$ cat src/rtl/seq_divider.sv
// seq_divider: multi-cycle restoring divider for RV32M DIV/DIVU/REM/REMU.
// One quotient bit per clock, MSB first, on operand magnitudes. A sign
// fix-up state follows, and then a one-cycle done pulse.
// Optional build macro: DIV_ZERO_FAST_EN. When it is defined, a zero divisor
// skips the iteration and the result is ready one edge after accept.
// Contains the ripple `adder` that the divider uses as its subtractor.

module adder #(
  parameter int SIZE = 33
) (
  input  logic [SIZE-1:0] i_x,
  input  logic [SIZE-1:0] i_y,
  input  logic            i_cin,
  output logic [SIZE-1:0] o_sum,
  output logic            o_cout
);
  assign {o_cout, o_sum} = {1'b0, i_x} + {1'b0, i_y} + {{SIZE{1'b0}}, i_cin};
endmodule

module seq_divider #(
  parameter int SIZE = 32
) (
  input  logic            clk,
  input  logic            rst,
  input  logic            start,
  input  logic            is_signed,
  input  logic [SIZE-1:0] dividend,
  input  logic [SIZE-1:0] divisor,
  output logic            busy,
  output logic            done,
  output logic [SIZE-1:0] quotient,
  output logic [SIZE-1:0] remainder,
  output logic            div_zero
);

  localparam int              CW     = (SIZE > 2) ? $clog2(SIZE) : 1;
  localparam logic [CW-1:0]   L_LAST = CW'(SIZE - 1);
  localparam logic [SIZE-1:0] L_ONE  = SIZE'(1);

  typedef enum logic [1:0] {S_IDLE, S_CALC, S_FIX} state_t;

  state_t          r_state, w_next;
  logic [SIZE-1:0] r_a;          // dividend magnitude, shifts into quotient
  logic [SIZE-1:0] r_b;          // divisor magnitude
  logic [SIZE:0]   r_rem;        // partial remainder
  logic [CW-1:0]   r_count;
  logic            r_sign_q, r_sign_r, r_dz;
  logic            r_done, r_div_zero;
  logic [SIZE-1:0] r_quotient, r_remainder;

  logic            w_accept, w_a_neg, w_b_neg, w_b_zero;
  logic [SIZE-1:0] w_a_abs, w_b_abs;
  logic [SIZE:0]   w_shift, w_trial;
  logic            w_cout;
  logic [SIZE-1:0] w_q_mag, w_r_mag, w_q_final, w_r_final;
  logic            w_unused_rem_msb;

  assign w_accept = (r_state == S_IDLE) && start;
  assign w_a_neg  = is_signed & dividend[SIZE-1];
  assign w_b_neg  = is_signed & divisor[SIZE-1];
  assign w_a_abs  = w_a_neg ? (~dividend + L_ONE) : dividend;
  assign w_b_abs  = w_b_neg ? (~divisor + L_ONE) : divisor;
  assign w_b_zero = (divisor == '0);

  // The remainder always stays below the divisor, so its top bit never feeds the next shift.
  assign w_shift          = {r_rem[SIZE-1:0], r_a[SIZE-1]};
  assign w_unused_rem_msb = r_rem[SIZE];

  // Trial subtraction as shift + ~{0,b} + 1; carry out means no borrow.
  adder #(.SIZE(SIZE + 1)) u_sub (
    .i_x    (w_shift),
    .i_y    (~{1'b0, r_b}),
    .i_cin  (1'b1),
    .o_sum  (w_trial),
    .o_cout (w_cout)
  );

  // State register.
  always_ff @(posedge clk) begin
    // NOTE: sequential state uses non-blocking assignments so every flop samples pre-edge values.
    if (rst) r_state <= S_IDLE;
    else     r_state <= w_next;
  end

  // Next-state logic.
  always_comb begin
    // NOTE: default first, so no path through this block can infer a latch.
    w_next = r_state;
    case (r_state)
      S_IDLE: begin
        if (start) begin
`ifdef DIV_ZERO_FAST_EN
          w_next = w_b_zero ? S_FIX : S_CALC;
`else
          w_next = S_CALC;
`endif
        end
      end
      S_CALC:  if (r_count == L_LAST) w_next = S_FIX;
      S_FIX:   w_next = S_IDLE;
      default: w_next = S_IDLE;
    endcase
  end

  // FSM outputs.
  always_comb begin
    busy = (r_state != S_IDLE);
  end

  // Sign fix-up. Divide-by-zero keeps the all-ones quotient unsigned, and
  // negating |a| restores the original dividend as the remainder.
  always_comb begin
    w_q_mag = r_a;
    w_r_mag = r_rem[SIZE-1:0];
`ifdef DIV_ZERO_FAST_EN
    // The fast path never iterated, so r_a still holds |dividend|.
    if (r_dz) begin
      w_q_mag = '1;
      w_r_mag = r_a;
    end
`endif
    w_q_final = (r_sign_q && !r_dz) ? (~w_q_mag + L_ONE) : w_q_mag;
    w_r_final = r_sign_r ? (~w_r_mag + L_ONE) : w_r_mag;
  end

  // Datapath: capture at accept, iterate in CALC, publish results in FIX.
  always_ff @(posedge clk) begin
    if (rst) begin
      r_a         <= '0;
      r_b         <= '0;
      r_rem       <= '0;
      r_count     <= '0;
      r_sign_q    <= 1'b0;
      r_sign_r    <= 1'b0;
      r_dz        <= 1'b0;
      r_done      <= 1'b0;
      r_div_zero  <= 1'b0;
      r_quotient  <= '0;
      r_remainder <= '0;
    end else begin
      r_done <= 1'b0;
      case (r_state)
        S_IDLE: begin
          if (w_accept) begin
            r_a      <= w_a_abs;
            r_b      <= w_b_abs;
            r_sign_q <= w_a_neg ^ w_b_neg;
            r_sign_r <= w_a_neg;
            r_dz     <= w_b_zero;
            r_rem    <= '0;
            r_count  <= '0;
          end
        end
        S_CALC: begin
          r_rem   <= w_cout ? w_trial : w_shift;
          r_a     <= {r_a[SIZE-2:0], w_cout};
          r_count <= r_count + CW'(1);
        end
        S_FIX: begin
          r_quotient  <= w_q_final;
          r_remainder <= w_r_final;
          r_div_zero  <= r_dz;
          r_done      <= 1'b1;
        end
        default: ;
      endcase
    end
  end

  assign done      = r_done;
  assign quotient  = r_quotient;
  assign remainder = r_remainder;
  assign div_zero  = r_div_zero;

endmodule

$ cat config.mk
export PLATFORM = sky130hd
export DESIGN_NAME = seq_divider
export DESIGN_NICKNAME = d
export VERILOG_FILES = /design/src/rtl/seq_divider.sv
export SDC_FILE = /design/constraint.sdc
export NUM_CORES = 1
export LEC_CHECK = 0
export CAP_MARGIN = 25
export CORE_ASPECT_RATIO = 1.5
export CORE_MARGIN = 2
export CORE_UTILIZATION = 55
export DETAILED_ROUTE_END_ITERATION = 10
export HOLD_SLACK_MARGIN = 0.03
export PLACE_DENSITY = 0.87
export SLEW_MARGIN = 25
export SYNTH_ARGS = -nofsm -noshare
export SYNTH_HDL_FRONTEND = slang
export SYNTH_SLANG_ARGS = --single-unit
$ cat constraint.sdc
create_clock -name clk -period 3.8 [get_ports clk]
set_clock_uncertainty 0.15 [all_clocks]
set_input_delay 0.38 -clock clk [delete_from_list [all_inputs] [get_ports clk]]
set_output_delay 0.38 -clock clk [all_outputs]
set_load 0.01 [all_outputs]
# Word-level counts from Yosys, hierarchy flattened
# Index checks and enable logic that the tools add are counted.
# W data, S select, Z words.
# word_totals
ff_bits	172
in_bits	68
output_inout_bits	67
word_cells	58
# op_classes
addsub	7
eq_ne	6
n_mux	15
bitwise	8
reduce_logical	10
# ops
op	n
$mux W32	7
$add A32 B1 Y32 const B	4
$not A32 Y32	4
$pmux W32 S2	2
$add A33 B33 Y34	1
$add A34 B1 Y34 const B	1
$not A32 Y33	1
$logic_not A32 Y1	1
$pmux W5 S2	1
$ne A2 B2 Y1 const B	3
$reduce_and A2 Y1	3
$add A5 B1 Y5 const B	1
$eq A5 B5 Y1 const B	1
$mux W5	1
$mux W2	2
$pmux W2 S2	1
$reduce_bool A2 Y1	2
$and A1 B1 Y1	2
$eq A2 B1 Y1 const B	1
$eq A2 B2 Y1 const B	1
$logic_and A1 B1 Y1	2
$logic_not A2 Y1	1
$logic_not A1 Y1	1
$mux W1	1
$xor A1 B1 Y1	1

# Longest topological paths before layout
# Gate-level depths: netlist (run 1).
# logic_depth
word_depth	5
ltp_mapped	13
ltp_nobuf	11

# Modules after synthesis
# Synthesis (run 1) repeated with hierarchy kept, for this count alone.
# unflattened
hier_cells	1448
area_unflattened_um2	11307.1
# by_module_without_submodules
mod	n_inst	cells_each	area_each_um2	seq_area_each_um2
seq_divider	1	1177	9415.3	3443.3
adder	1	271	1891.8	0.0

# Worst setup path before layout (run 1)
# OpenSTA, ideal clock, no wires.
# synth_path
kind	flip-flop to flip-flop
from	register r_b[1]
to	register r_rem[15]
setup_time_ns	0.129
arrival_ns	2.367
required_time_ns	3.521
path_slack_ns	1.155
stages_incl_launch_ff	13
n_path_buf	2
period_less_slack_ns	2.645
cell_sequence	dfxtp_1 > inv_1 > ha_1 > nor2b_1 > o31ai_1 > a211oi_1 > a211o_1 > a21oi_2 > a211o_1 > buf_4 > buf_6 > mux2i_1 > o21ai_0
# synth_between
elab_chain_cells	5
# synth_lines
item	line	text
from (decl)	44	logic [SIZE-1:0] r_b;
from (signal assigned)	146	r_b <= w_b_abs;
$not A32 Y33	72	.i_y (~{1'b0, r_b}),
$add A33 B33 Y34	17	assign {o_cout, o_sum} = {1'b0, i_x} + {1'b0, i_y} + {{SIZE{1'b0}}, i_cin};
$add A34 B1 Y34	17	
$mux W32	155	r_rem <= w_cout ? w_trial : w_shift;
$pmux W32 S2	142	case (r_state)
to (signal assigned)	155	
to (decl)	45	logic [SIZE:0] r_rem;
# Every way passes these cells.
# A chain may end at the register's enable or synchronous reset.

# Worst setup path after layout (run 1)
# layout_path
from	register r_rem[5]
to	register r_rem[6]
# layout_between
elab_chain_cells	4
# layout_lines
item	line
$add A33 B33 Y34	17
$add A34 B1 Y34	17
$mux W32 (*)	155
$pmux W32 S2 (*)	142
# Every way passes the cells marked *; elsewhere a longest branch is shown, timed or not.

==> metrics.md, run 1 <==
| Metric | Value |
|---|---|
| CP cell instances | `ha_1, a211o_1, o211ai_1, a211oi_1, a211o_1, a21oi_2, a211o_1, buf_12, mux2i_1, o21ai_0` |
| CP max-delay cell | `dfxtp_1` |
| Crit path kind | `reg -> reg` |
| Critical Path AT | `3350 ps` |
| Min-Delay Path Class | `reg -> reg` |
| Setup TNS | `0 ps` |
| Clk sinks | `172` |
| Io pins | `135` |
| Delay-heaviest family, CP | `compound AO/OA/AOI/OAI gates` |
| Final setup vio count | `0` |
| Startpoint types | `register` |
| Number of remaining DRC errors | `0` |
| Die footprint | `20700 um^2` |
| Detailed Place HPWL | `20800 um` |
| Layout Cells excl Fill | `1708` |
| Synthesis-to-finish area growth | `19.1%` |
| Post-synthesis register bit count | `172` |
| Cell area power density | `352 nW/um^2` |
| Critical path peak fanout | `26` |
| DRT Pass-1 Iters | `9` |
| Total global-route track usage | `26.7%` |
| Hold buffers post-CTS | `0` |
| Reg2Reg Setup Slack | `590 ps` |
| Ys flop type | `dfxtp_1` |
| Routed vias/inst | `5.96` |
| Max stage delay on crit path | `490 ps` |
| Reg-to-reg critical path startpoint | `r_rem[5]` |
| Overall die height | `175 um` |
| Initial antenna violation count | `1` |
| Starting DRT DRC Count | `765` |
| Slew headroom | `32.5%` |
| Fillcell total | `1576` |
| Fraction of final layout cells sized beyond drive strength 1 | `5.03%` |
| Routed length per instance | `16.3 um` |
| Number of port buffers | `134` |
| Final Cycle Share | `84.4%` |
| Status | `finished clean` |
| Post-synthesis sequential area ratio | `32.1%` |
| Total gr overflow | `0` |
| Worst-case clock buffer depth | `2` |
| Hold Crit Endpoint | `quotient[13]` |
| RSZ-0062 raised after global routing | `false` |
| Clock transition at path regs | `80 ps` |
| Crit path top cell by count | `a211o_1` |
| Post-CTS Setup Inserts | `0` |
| Met1 usage | `28.4%` |
| Worst Hold Launch | `quotient[13]` |
| Starting density of the core | `56.0%` |
| Number of flops mapped to enable cells by yosys | `0` |
| Worst hold path depth | `2` |
| Syn_area_per_cell | `7.93 um^2` |
| Grt peak-use layer | `met2` |
| Critical Path RT | `3950 ps` |
| Pin count of the biggest net entering global routing | `81` |
| Worst flop-to-flop path endpoint | `r_rem[6]` |
| Synth Instances | `1354` |
| Core Region | `19200 um^2` |
| Buf/Inv on CP | `1` |
| Vias in the first global route | `9765` |
| Die Span X | `118 um` |
| Total number of vias | `10200` |
| Cts repair resizes | `0` |
| H-tree depth | `4` |
| Ys async rst share | `0%` |
| ANT nets after route | `0` |
| R2R depth | `10` |
| Post-Syn Nets | `1461` |
| Cells after DPL | `1675` |
| Max-slew violations | `0` |
| Maximum vdd drop | `0.291 mV` |
| P_leak | `4.89 nW` |
| CTS Root Cell | `clkbuf_16` |
| Nets | `1545` |
| Final hold vios | `0` |
| RePlAce Congestion | `0.974` |
| Library cells used by synthesis | `67` |
| CTS tree | `built` |
| Met3 global-route usage | `4.31%` |
| Max-Cap Viols | `0` |
| Worst setup EP type | `register` |
| Row count | `62` |
| Synth Cell Area | `10700 um^2` |
| Yosys warnings | `0` |
| Met2 Use GR | `50.6%` |
| Minimum clock period | `3210 ps` |
| Routed WL | `27900 um` |
| Measured slew at the worst slew-check pin | `1010 ps` |
| Highest Clock Rate | `312 MHz` |
| First-pass GRT wire length | `45800 um` |
| Worst skew pair latency | `440 ps` |
| Total CTS buffers | `17` |
## worst register-to-register path, cell delays in order, from the launching register on
cell      delay, ps
dfxtp_1         490
ha_1            360
a211o_1         310
o211ai_1        110
a211oi_1        140
a211o_1         330
a21oi_2         250
a211o_1         340
buf_12          250
mux2i_1         250
o21ai_0          90
## cell families after synthesis
group / synth area share, %
xor gates and xnor gates: 11.1
muxes: 2.42
and+or+nand+nor: 19.0
AOI/OAI and AO/OA: 25.8
DFF: 32.1
adders and majority gates: 4.62
buffers and inverters: 5.05
## state kept, by name (all words and copies together), names as in the netlist, 2 cells and up
| name | count |
|---|---|
| remainder | 32 |
| r_a | 32 |
| quotient | 32 |
| r_count | 5 |
| r_b | 32 |
| r_rem | 32 |
| r_state | 2 |
## worst max path at each step
stage,start,to,slack [ps],depth (start not counted)
2_1_floorplan,r_b[1],r_rem[15],1150,12
3_3_place_gp,divisor[0],r_b[26],550,11
3_5_place_dp,divisor[1],r_b[26],410,11
4_1_cts,r_rem[5],r_rem[6],620,10
5_1_grt,r_b[1],r_rem[7],370,11
6_report,r_rem[5],r_rem[6],590,10
## metrics by stage
stage | area [um^2] | setup slack (ps) | hold slack, ps | total power [mW] | util (%)
detailed placement | 12200 | 411 | 300 | 2.76 | 63.6
global placement | 12200 | 545 | 290 | 2.74 | 63.6
global route | 12800 | 365 | 338 | 4.68 | 66.7
CTS | 12800 | 620 | 310 | 4.50 | 66.7
floorplan | 10700 | 1150 | 282 | 2.52 | -
finish | 12800 | 592 | 311 | 4.50 | 66.7
## cells in the mapped netlist (9+ instances only)
cell | instances | area [um^2]
o31ai_1 | 27 | 203
clkbuf_1 | 68 | 255
o21a_1 | 9 | 67.6
a311oi_1 | 9 | 78.8
o22ai_1 | 11 | 68.8
mux2i_1 | 26 | 260
xnor2_1 | 56 | 490
and3_1 | 10 | 62.6
a21o_1 | 14 | 105
nor3_1 | 22 | 110
dfxtp_1 | 172 | 3440
xor2_1 | 80 | 701
or3_1 | 16 | 100
nor2_1 | 159 | 597
inv_1 | 58 | 218
ha_1 | 38 | 475
a22oi_1 | 27 | 203
o21ai_0 | 70 | 350
nand3_1 | 19 | 95.1
a21oi_1 | 104 | 521
nand2_1 | 126 | 473
a31oi_1 | 12 | 75.1
a211oi_1 | 81 | 608
nor4_1 | 10 | 62.6
## cells in the final DEF, fill, tap and decap left out, types with 7 or more instances in the layout
cell type | synthesis | final
dfxtp_1 | 172 | 171
nor2_1 | 159 | 159
clkdlybuf4s50_1 | 0 | 133
nand2_1 | 126 | 126
a21oi_1 | 104 | 104
a211oi_1 | 81 | 81
xor2_1 | 80 | 80
o21ai_0 | 70 | 70
inv_1 | 58 | 58
xnor2_1 | 56 | 56
ha_1 | 38 | 38
o31ai_1 | 27 | 27
a22oi_1 | 27 | 27
mux2i_1 | 26 | 26
nor3_1 | 22 | 21
nand3_1 | 19 | 19
clkbuf_16 | 0 | 17
or3_1 | 16 | 16
a21o_1 | 14 | 14
a31oi_1 | 12 | 12
o22ai_1 | 11 | 11
buf_4 | 2 | 11
and3_1 | 10 | 10
nor4_1 | 10 | 10
a311oi_1 | 9 | 9
o21a_1 | 9 | 9
nand2b_1 | 8 | 8
a32oi_1 | 8 | 8
and2_1 | 8 | 7
o21ai_1 | 7 | 7
o41ai_1 | 7 | 7
## per-layer routing
metal | wire length (um) | part of all wire [%]
met1 | 10700 | 38
met2 | 14700 | 53
met3 | 1440 | 5.2
met4 | 1060 | 3.8
met5 | 0 | 0
## power by group
group	leakage (nW)	switching (mW)	total (mW)	internal, mW
clock network	0.290	0.881	1.77	0.891
registers	1.40	0.0665	1.93	1.86
logic	3.20	0.468	0.801	0.333
## final cells by class
| class | count | area (um^2) | area share [%] |
|---|---|---|---|
| repair buffers | 145 | 1430 | 11.2 |
| clock inverters | 15 | 175 | 1.37 |
| multi-input cells | 1044 | 6770 | 52.9 |
| well taps | 256 | 320 | 2.51 |
| clock buffers | 17 | 425 | 3.33 |
| flip-flops and latches | 172 | 3440 | 26.9 |
| diodes | 1 | 2.50 | 0.0196 |
| inverters | 58 | 218 | 1.70 |
Note: power is estimated with default switching activity, not from simulation.
==> run 2, diff against run 1 <==
- CORE_UTILIZATION: 55 -> 51
- PLACE_DENSITY: 0.87 -> 0.85
- clock period: 3.8 -> 2.6 ns (I/O delays scaled with it)
==> metrics.md, run 2 (synthesized netlist as in run 1, its figures left out) <==
| Metric | Value |
|---|---|
| Status | `complete, but fails checks` |
| Failing checks | `negative setup slack` |
| CTS Root Cell | `clkbuf_16` |
| CP cell instances | `inv_2, ha_4, nor2b_4, o31ai_4, a211oi_2, a211o_1, a21oi_2, a211o_4, buf_12, buf_16, a32oi_1, o21ai_1` |
| Worst skew pair latency | `460 ps` |
| Total number of vias | `11400` |
| Combinational share of power | `21.9%` |
| Total global-route track usage | `29.7%` |
| Die Span X | `122 um` |
| Routed vias/inst | `5.92` |
| Net Sw Frac | `29.2%` |
| Sequential Power Share | `39.3%` |
| CTS tree | `built` |
| Starting DRT DRC Count | `741` |
| Hold slack | `91.4 ps` |
| Final hold vios | `0` |
| First-pass GRT wire length | `52700 um` |
| Worst Hold Launch | `divisor[0]` |
| DRT Pass-1 Iters | `5` |
| Vias in the first global route | `11200` |
| Max-Cap Viols | `0` |
| Routed length per instance | `17.5 um` |
| Met2 wire len | `17800 um` |
| Min-Delay Path Class | `in -> reg` |
| Most frequent cells in the layout | `199 x buf_4, 164 x dfxtp_1, 155 x nor2_1` |
| Maximum vdd drop | `0.528 mV` |
| Worst flop-to-flop path endpoint | `r_rem[19]` |
| Dpl ws | `-425 ps` |
| Synthesis-to-finish area growth | `38.9%` |
| Measured slew at the worst slew-check pin | `667 ps` |
| Routed WL | `33700 um` |
| Cell internal pwr | `5.08 mW` |
| Hold buffers post-CTS | `0` |
| Worst-case clock buffer depth | `2` |
| Detailed Place HPWL | `23500 um` |
| Fin util | `71.6%` |
| Clock power share | `38.8%` |
| Minimum clock period | `2740 ps` |
| Most common cell after layout, fill and taps aside | `buf_4` |
| Met3 routed WL | `1980 um` |
| Starting density of the core | `51.6%` |
| Final setup vio count | `33` |
| RSZ-0062 raised after global routing | `true` |
| Pin count of the biggest net entering global routing | `141` |
| Clk sinks | `172` |
| RePlAce Congestion | `0.973` |
| Crit path kind | `reg -> reg` |
| Io pins | `135` |
| H-tree depth | `4` |
| Cell area power density | `481 nW/um^2` |
| Reg2Reg Setup Slack | `-140 ps` |
| Total gr overflow | `0` |
| ANT nets after route | `0` |
| Worst hold path depth | `4` |
| Number of remaining DRC errors | `0` |
| Critical Path AT | `2940 ps` |
| Core Region | `20800 um^2` |
| Highest Clock Rate | `365 MHz` |
| Slew headroom | `55.1%` |
| Clock transition at path regs | `70 ps` |
| Top layer in use | `met4` |
| CP max-delay cell | `a211o_4` |
| Final worst-path setup slack | `-143 ps` |
| Reg-to-reg critical path startpoint | `r_b[1]` |
| Switch Pwr | `2.10 mW` |
| Number of port buffers | `134` |
| Nets | `1747` |
| Fraction of final layout cells sized beyond drive strength 1 | `21.1%` |
| Initial antenna violation count | `1` |
| R2R depth | `12` |
| Die footprint | `22200 um^2` |
| Hold Crit Endpoint | `r_b[0]` |
| Overall die height | `182 um` |
| Max stage delay on crit path | `390 ps` |
| Critical path peak fanout | `5` |
| Final Cycle Share | `105%` |
| P_leak | `6.08 nW` |
| Worst setup EP type | `register` |
| Startpoint types | `register` |
| Max-slew violations | `0` |
| Row count | `65` |
| Post-route met1 wirelength | `11900 um` |
| Total CTS buffers | `17` |
| Critical Path RT | `2790 ps` |
run 2: layout make-up:
class                   count  area (um^2)
diodes                      1         2.50
clock buffers              18          429
clock inverters            14          205
fillers                  1538         5900
inverters                  58          218
multi-input cells        1044         7190
flip-flops and latches    172         3460
well taps                 268          335
repair buffers            347         3080
run 2: how the worst max path moves through the flow:
stage               start   endpoint  slack [ps]  cells past startpoint
2_1_floorplan      r_b[1]  r_rem[15]           7                     12
3_3_place_gp   divisor[0]    r_b[25]        -340                     10
3_5_place_dp   divisor[1]    r_b[26]        -430                     11
4_1_cts            r_b[2]  r_rem[21]         -90                     13
5_1_grt            r_b[1]   r_rem[8]        -220                     12
6_report           r_b[1]  r_rem[19]        -140                     12
run 2: metrics by stage:
stage	area [um^2]	cells	power, mW	setup TNS, ps
5_1_grt	14900	1922	7.42	-5010
6_report	14900	1922	7.18	-2640
3_5_place_dp	13600	1871	4.27	-14830
3_3_place_gp	13600	1871	4.24	-9920
2_1_floorplan	10800	1354	3.68	0
4_1_cts	14700	1921	7.09	-782
run 2: critical path, delay by kind of cell (launching register included):
kind / cells / cell delay (ps)
adder cells (fa/ha/maj): 1 / 250
flip-flops: 1 / 350
AO/OA/AOI/OAI: 7 / 1340
buffers and inverters: 3 / 330
AND/OR/NAND/NOR: 1 / 200
run 2: metal layers:
| metal | track usage (%) | up-vias |
|---|---|---|
| met5 | 0 | - |
| met4 | 18.8 | 0 |
| met3 | 6.16 | 146 |
| met2 | 55.2 | 450 |
| met1 | 29.2 | 5344 |
| li1 | - | 5441 |
run 2: timing repair:
item	CTS	global route
hold endpoints to repair	0	0
cloned	3	0
resized for setup	63	61
endpoints found under the setup margin	36	53
buffers inserted	17	4
pin swaps	30	34
run 2: power by group through the flow:
stage               logic [mW]  registers, mW  clock network [mW]
finish                    1.57           2.82                2.79
CTS                       1.49           2.81                2.79
global route              1.70           2.83                2.89
floorplan                0.829           2.85                   0
global placement          1.37           2.86                   0
detailed placement        1.40           2.87                   0
